[config.mk]
export PLATFORM = sky130hd
export DESIGN_NAME = store_sequencer_flat
export DESIGN_NICKNAME = d
export VERILOG_FILES = /design/src/rtl/store_sequencer_if.sv /design/src/rtl/store_sequencer.sv /design/src/flat_wrapper.sv
export SDC_FILE = /design/constraint.sdc
export NUM_CORES = 1
export LEC_CHECK = 0
export ABC_AREA = 1
export CORE_MARGIN = 2
export CORE_UTILIZATION = 41
export DETAILED_ROUTE_END_ITERATION = 16
export PLACE_DENSITY = 0.85
export SLEW_MARGIN = 20
export SYNTH_ARGS = -nofsm -noshare
export SYNTH_HDL_FRONTEND = slang
export SYNTH_SLANG_ARGS = --single-unit
[constraint.sdc]
create_clock -name clk -period 1.7 [get_ports clk]
set_input_delay 0.17 -clock clk [delete_from_list [all_inputs] [get_ports clk]]
set_output_delay 0.17 -clock clk [all_outputs]
set_load 0.02 [all_outputs]
[src/rtl/store_sequencer_if.sv]
// store_sequencer_if: store request handshake and dmem write port bundle
interface store_sequencer_if #(parameter int ADDR_W = 14);
  logic req_valid;
  logic req_ready;
  logic [31:0] req_addr;
  logic [1:0] req_size;
  logic [31:0] req_data;
  logic [ADDR_W-1:0] dmem_addr;
  logic [3:0] dmem_we;
  logic [31:0] dmem_din;
  logic done;
  logic misalign;
  logic illegal;
  modport master (
    output req_valid, req_addr, req_size, req_data,
    input req_ready, dmem_addr, dmem_we, dmem_din, done, misalign, illegal
  );
  modport slave (
    input req_valid, req_addr, req_size, req_data,
    output req_ready, dmem_addr, dmem_we, dmem_din, done, misalign, illegal
  );
endinterface

[src/rtl/store_sequencer.sv]
// store_sequencer: splits CPU stores into registered dmem write beats; STORE_SPLIT_EN enables the second beat of word-crossing stores
module store_sequencer #(parameter int ADDR_W = 14) (
  input logic clk,
  input logic rst,
  store_sequencer_if.slave bus
);
  typedef enum logic [1:0] {IDLE, LO, HI} state_t;
  state_t state, state_nx;
  logic cross_q, split_q, illegal_q, accept, load;
  logic [1:0] off;
  logic [3:0] mask;
  logic [7:0] wide;
  logic unused_addr;
  assign unused_addr = ^bus.req_addr[31:ADDR_W+2];
  assign off = bus.req_addr[1:0];
  assign mask = bus.req_size == 2'd0 ? 4'b0001 : bus.req_size == 2'd1 ? 4'b0011 : 4'b1111;
  assign wide = {4'b0, mask} << off;
  assign accept = bus.req_valid && bus.req_ready;
  assign load = accept && bus.req_size != 2'd3;
`ifdef STORE_SPLIT_EN
  logic [63:0] wdata;
  logic [3:0] pend_we;
  logic [31:0] pend_din;
  assign wdata = {32'b0, bus.req_data} << {off, 3'b000};
  assign split_q = cross_q;
  // upper half of a crossing store, replayed on the HI beat
  always_ff @(posedge clk or posedge rst)
    if (rst) begin
      pend_we <= 4'b0;
      pend_din <= 32'b0;
    end else if (load) begin
      pend_we <= wide[7:4];
      pend_din <= wdata[63:32];
    end
`else
  logic [31:0] wdata;
  assign wdata = bus.req_data << {off, 3'b000};
  assign split_q = 1'b0;
`endif
  assign bus.req_ready = state != LO || !split_q;
  assign bus.done = (state == LO && !split_q) || state == HI;
  assign bus.misalign = state == LO && cross_q;
  assign bus.illegal = illegal_q;
  // next state: a split LO beat always continues to HI, otherwise any legal accept issues a LO beat
  always_comb begin
    state_nx = IDLE;
    state_nx = state == LO && split_q ? HI : load ? LO : IDLE;
  end
  // state and registered write port; dmem_din/dmem_addr hold while no beat is issued
  always_ff @(posedge clk or posedge rst)
    if (rst) begin
      state <= IDLE;
      cross_q <= 1'b0;
      illegal_q <= 1'b0;
      bus.dmem_addr <= '0;
      bus.dmem_we <= 4'b0;
      bus.dmem_din <= 32'b0;
    end else begin
      state <= state_nx;
      illegal_q <= accept && bus.req_size == 2'd3;
      if (load) begin
        bus.dmem_addr <= bus.req_addr[ADDR_W+1:2];
        bus.dmem_we <= wide[3:0];
        bus.dmem_din <= wdata[31:0];
        cross_q <= |wide[7:4];
      end
`ifdef STORE_SPLIT_EN
      else if (state == LO && split_q) begin
        bus.dmem_addr <= bus.dmem_addr + ADDR_W'(1);
        bus.dmem_we <= pend_we;
        bus.dmem_din <= pend_din;
      end
`endif
      else bus.dmem_we <= 4'b0;
    end
endmodule

[src/flat_wrapper.sv]
// flat-port wrapper written by rule: the top's interface ports become plain ports
module store_sequencer_flat 
#(parameter int ADDR_W = 14)
  (clk, rst, bus_req_valid, bus_req_addr, bus_req_size, bus_req_data, bus_req_ready, bus_dmem_addr, bus_dmem_we, bus_dmem_din, bus_done, bus_misalign, bus_illegal);
  store_sequencer_if #(.ADDR_W(ADDR_W)) bus_i ();
  input logic clk;
  input logic rst;
  input wire logic [$bits(bus_i.req_valid)-1:0] bus_req_valid;
  input wire logic [$bits(bus_i.req_addr)-1:0] bus_req_addr;
  input wire logic [$bits(bus_i.req_size)-1:0] bus_req_size;
  input wire logic [$bits(bus_i.req_data)-1:0] bus_req_data;
  output wire logic [$bits(bus_i.req_ready)-1:0] bus_req_ready;
  output wire logic [$bits(bus_i.dmem_addr)-1:0] bus_dmem_addr;
  output wire logic [$bits(bus_i.dmem_we)-1:0] bus_dmem_we;
  output wire logic [$bits(bus_i.dmem_din)-1:0] bus_dmem_din;
  output wire logic [$bits(bus_i.done)-1:0] bus_done;
  output wire logic [$bits(bus_i.misalign)-1:0] bus_misalign;
  output wire logic [$bits(bus_i.illegal)-1:0] bus_illegal;
  assign bus_i.req_valid = bus_req_valid;
  assign bus_i.req_addr = bus_req_addr;
  assign bus_i.req_size = bus_req_size;
  assign bus_i.req_data = bus_req_data;
  assign bus_req_ready = bus_i.req_ready;
  assign bus_dmem_addr = bus_i.dmem_addr;
  assign bus_dmem_we = bus_i.dmem_we;
  assign bus_dmem_din = bus_i.dmem_din;
  assign bus_done = bus_i.done;
  assign bus_misalign = bus_i.misalign;
  assign bus_illegal = bus_i.illegal;
  store_sequencer #(.ADDR_W(ADDR_W)) u_core (.clk(clk), .rst(rst), .bus(bus_i));
endmodule
==> impl_results.md <==
- Crit Path Max Fanout: 2
- Horiz. Die Dim: 83.9 um
- H-tree levels: 2
- Unrepaired setup endpoints after global routing: no
- Compound-cell area share of the yosys netlist: approximately 2.6%
- Cell area after synthesis: ~0.0026 mm^2
- Diode count: 0
- Setup Fix Bufs, Post-CTS: 0
- Synthesized-area fraction occupied by adder cells: 0%
- CTS Buf Count: 5
- Avg Cell Area, Syn: 7.72 um^2
- Routed wire length per instance: 13.8 um
- Post-route ant nets: 0
- Post-route DRC violation count: 0
- Initial antenna violation count: 0
- Ratio of cells with drive above 1 in the final layout: 5.63%
- I/O Pins: between 100 and 150
- Num Clock Sinks: 53
- Grt total ovfl: 0
- Status: finished clean
- Syn nets: around 410
- Netlist cell types: 19
- CTS Hold Bufs: 0
- Fin cells: 521
- Tot Pwr: 3130 uW
- Max Cap Viol: 0
- Synth Area in Simple Gates: 39.7%
- Worst setup path class: flop to primary output
- First-pass GRT wire length: about 12000 um
- DP Cell Count: 513
- Worst-path clk slew: 110 ps
- CTS root buf: clkbuf_8
- CP delay by family, top: buffers and inverters
- Cells along the critical path: nand2_1, inv_1, clkdlybuf4s50_1
- Total track usage: between 20% and 30%
- DR iter-0 viols: 157
- Clock buffer depth: 2
- Startpoint Class: flop
- Synth Area in XOR/XNOR: 0%
- Critical-path top delay cell: clkdlybuf4s50_1
- CP endpoint kind: primary output
- Combinational family with the most area after synthesis: simple AND/OR/NAND/NOR gates
- Syn Inst Count: 339
- Clock latency on the worst-skew pair: 310 ps
- Setup-failing EPs final: 0
- Initial Util: 41.7%
- Max Clk Rate: 641 MHz
- CP bufs+invs: 2
- Final wirelength: 7220 um
- Die area: 0.00704 mm^2
- R2r startpoint: u_core.bus.dmem_din[21]
- Core ar.: 0.00628 mm^2
- Cell Rows: 29
- Worst EP arrival: roughly 1400 ps
- PostCTS Resize Cnt: 0
- CTS tree: built
- Hold WS: ~120 ps
- Most frequent cells in the layout: 192 x nand2_1, 105 x clkdlybuf4s50_1, 53 x dfrtp_1
- Sequential element share of the synthesized area: 50.7%
- Total number of vias: between 2000 and 3000
- Vias per cell: 4.88
- Commonest non-fill, non-tap cell in the layout: nand2_1
- Die Y: 83.9 um
- Drt first pass iters: 4
- Crit path from: u_core.cross_q
- Vias in the first global route: 2489
- Largest net degree at the start of global routing: 41
- Routability-driven placement congestion ratio: 0.862
- WP data required: ~1500 ps
- Maximum VDD drop: 411 uV
- Static Leakage: 0.00191 uW
- Number of synthesized register bits: 53
- Crit share post-route: 91.7%
- P per Cell Area: 828 mW/mm^2
- Port buffer count: 105
- Slowest stage delay, CP: approximately 610 ps
- Setup Skew: 0 ps
- Mux contribution to synthesized area: 0%
- Post-detail-place hpwl: 5330 um
- Final min period: 1560 ps
- Final hold violations: 0
- Worst hold path type: input pin to async pin
- Setup_tns: 0 ps
- Synth warnings: 0
- Pins over their slew limit: 0
- Final nets: 512
- Layout area overhead: 44.6%
-- where the power goes --
| group | internal (uW) | total [uW] | switching (uW) |
|---|---|---|---|
| Clock | 295 | 718 | 423 |
| Sequential | 1390 | 1470 | 74.3 |
| Combinational | 449 | 946 | 497 |
-- worst register-to-register path, cell delays in order (launching register included) --
cell and delay [ps]:
dfrtp_1 410, a21boi_0 140, nor2_1 120, nand2_1 60
-- final cells by class --
| cell class | instances | area (um^2) |
|---|---|---|
| Fill cell | 581 | 2490 |
| Sequential cell | 53 | 1330 |
| Timing Repair Buffer | 115 | 1140 |
| Multi-Input combinational cell | 262 | 1110 |
| Tap cell | 77 | 96.3 |
| Clock buffer | 6 | 72.6 |
| Inverter | 6 | 25.0 |
| Clock inverter | 2 | 13.8 |
-- final timing paths --
check	endpoint	slack, ps	cells after the start
worst max-delay path	bus_misalign	140	3
worst min register to register	u_core.bus.dmem_addr[6]	490	2
min in group clk	u_core.bus.dmem_addr[0]	390	3
worst min-delay path	u_core.bus.dmem_addr[12]	120	2
max in group asynchronous	u_core.bus.dmem_din[27]	1060	3
worst max register to register	u_core.bus.dmem_din[21]	880	3
-- cell usage after synthesis, drive strengths merged --
cell type / instances / area, um^2
a21o: 1 / 7.51
a21boi: 8 / 60.1
dfrtp: 53 / 1330
conb: 1 / 3.75
nor3: 3 / 15.0
nor2: 21 / 103
nand2: 194 / 752
nand3: 34 / 170
inv: 6 / 25.0
buf: 18 / 154
-- cell families after synthesis --
logic type             count (synthesis)
AND/OR/NAND/NOR                      252
flip-flops                            53
buffers and inverters                 24
AO/OA/AOI/OAI                          9
other                                  1
-- state kept, by name, summed over array words and instances (netlist names) --
name                  cells
u_core.bus.dmem_din      32
u_core.bus.dmem_addr     14
u_core.bus.dmem_we        4
u_core.bus.illegal        1
u_core.cross_q            1
u_core.state              1
-- through the flow --
stage,setup WS [ps],util (%),instance area (um^2)
after global routing,55.3,60.3,3780
after detailed placement,73.0,58.9,3700
after CTS,137,60.3,3780
final,140,60.3,3780
after floorplan,244,-,2620
after global placement,101,58.9,3700
-- metal layers --
metal | share of wire (%) | GRT usage, % | up-vias
met5 | 0 | 0 | -
met4 | 1.4 | 6.89 | 0
met3 | 7.9 | 6.03 | 11
met2 | 48 | 33.9 | 107
met1 | 43 | 27.1 | 1164
li1 | - | - | 1259
Note: power is estimated with default switching activity, not from simulation.
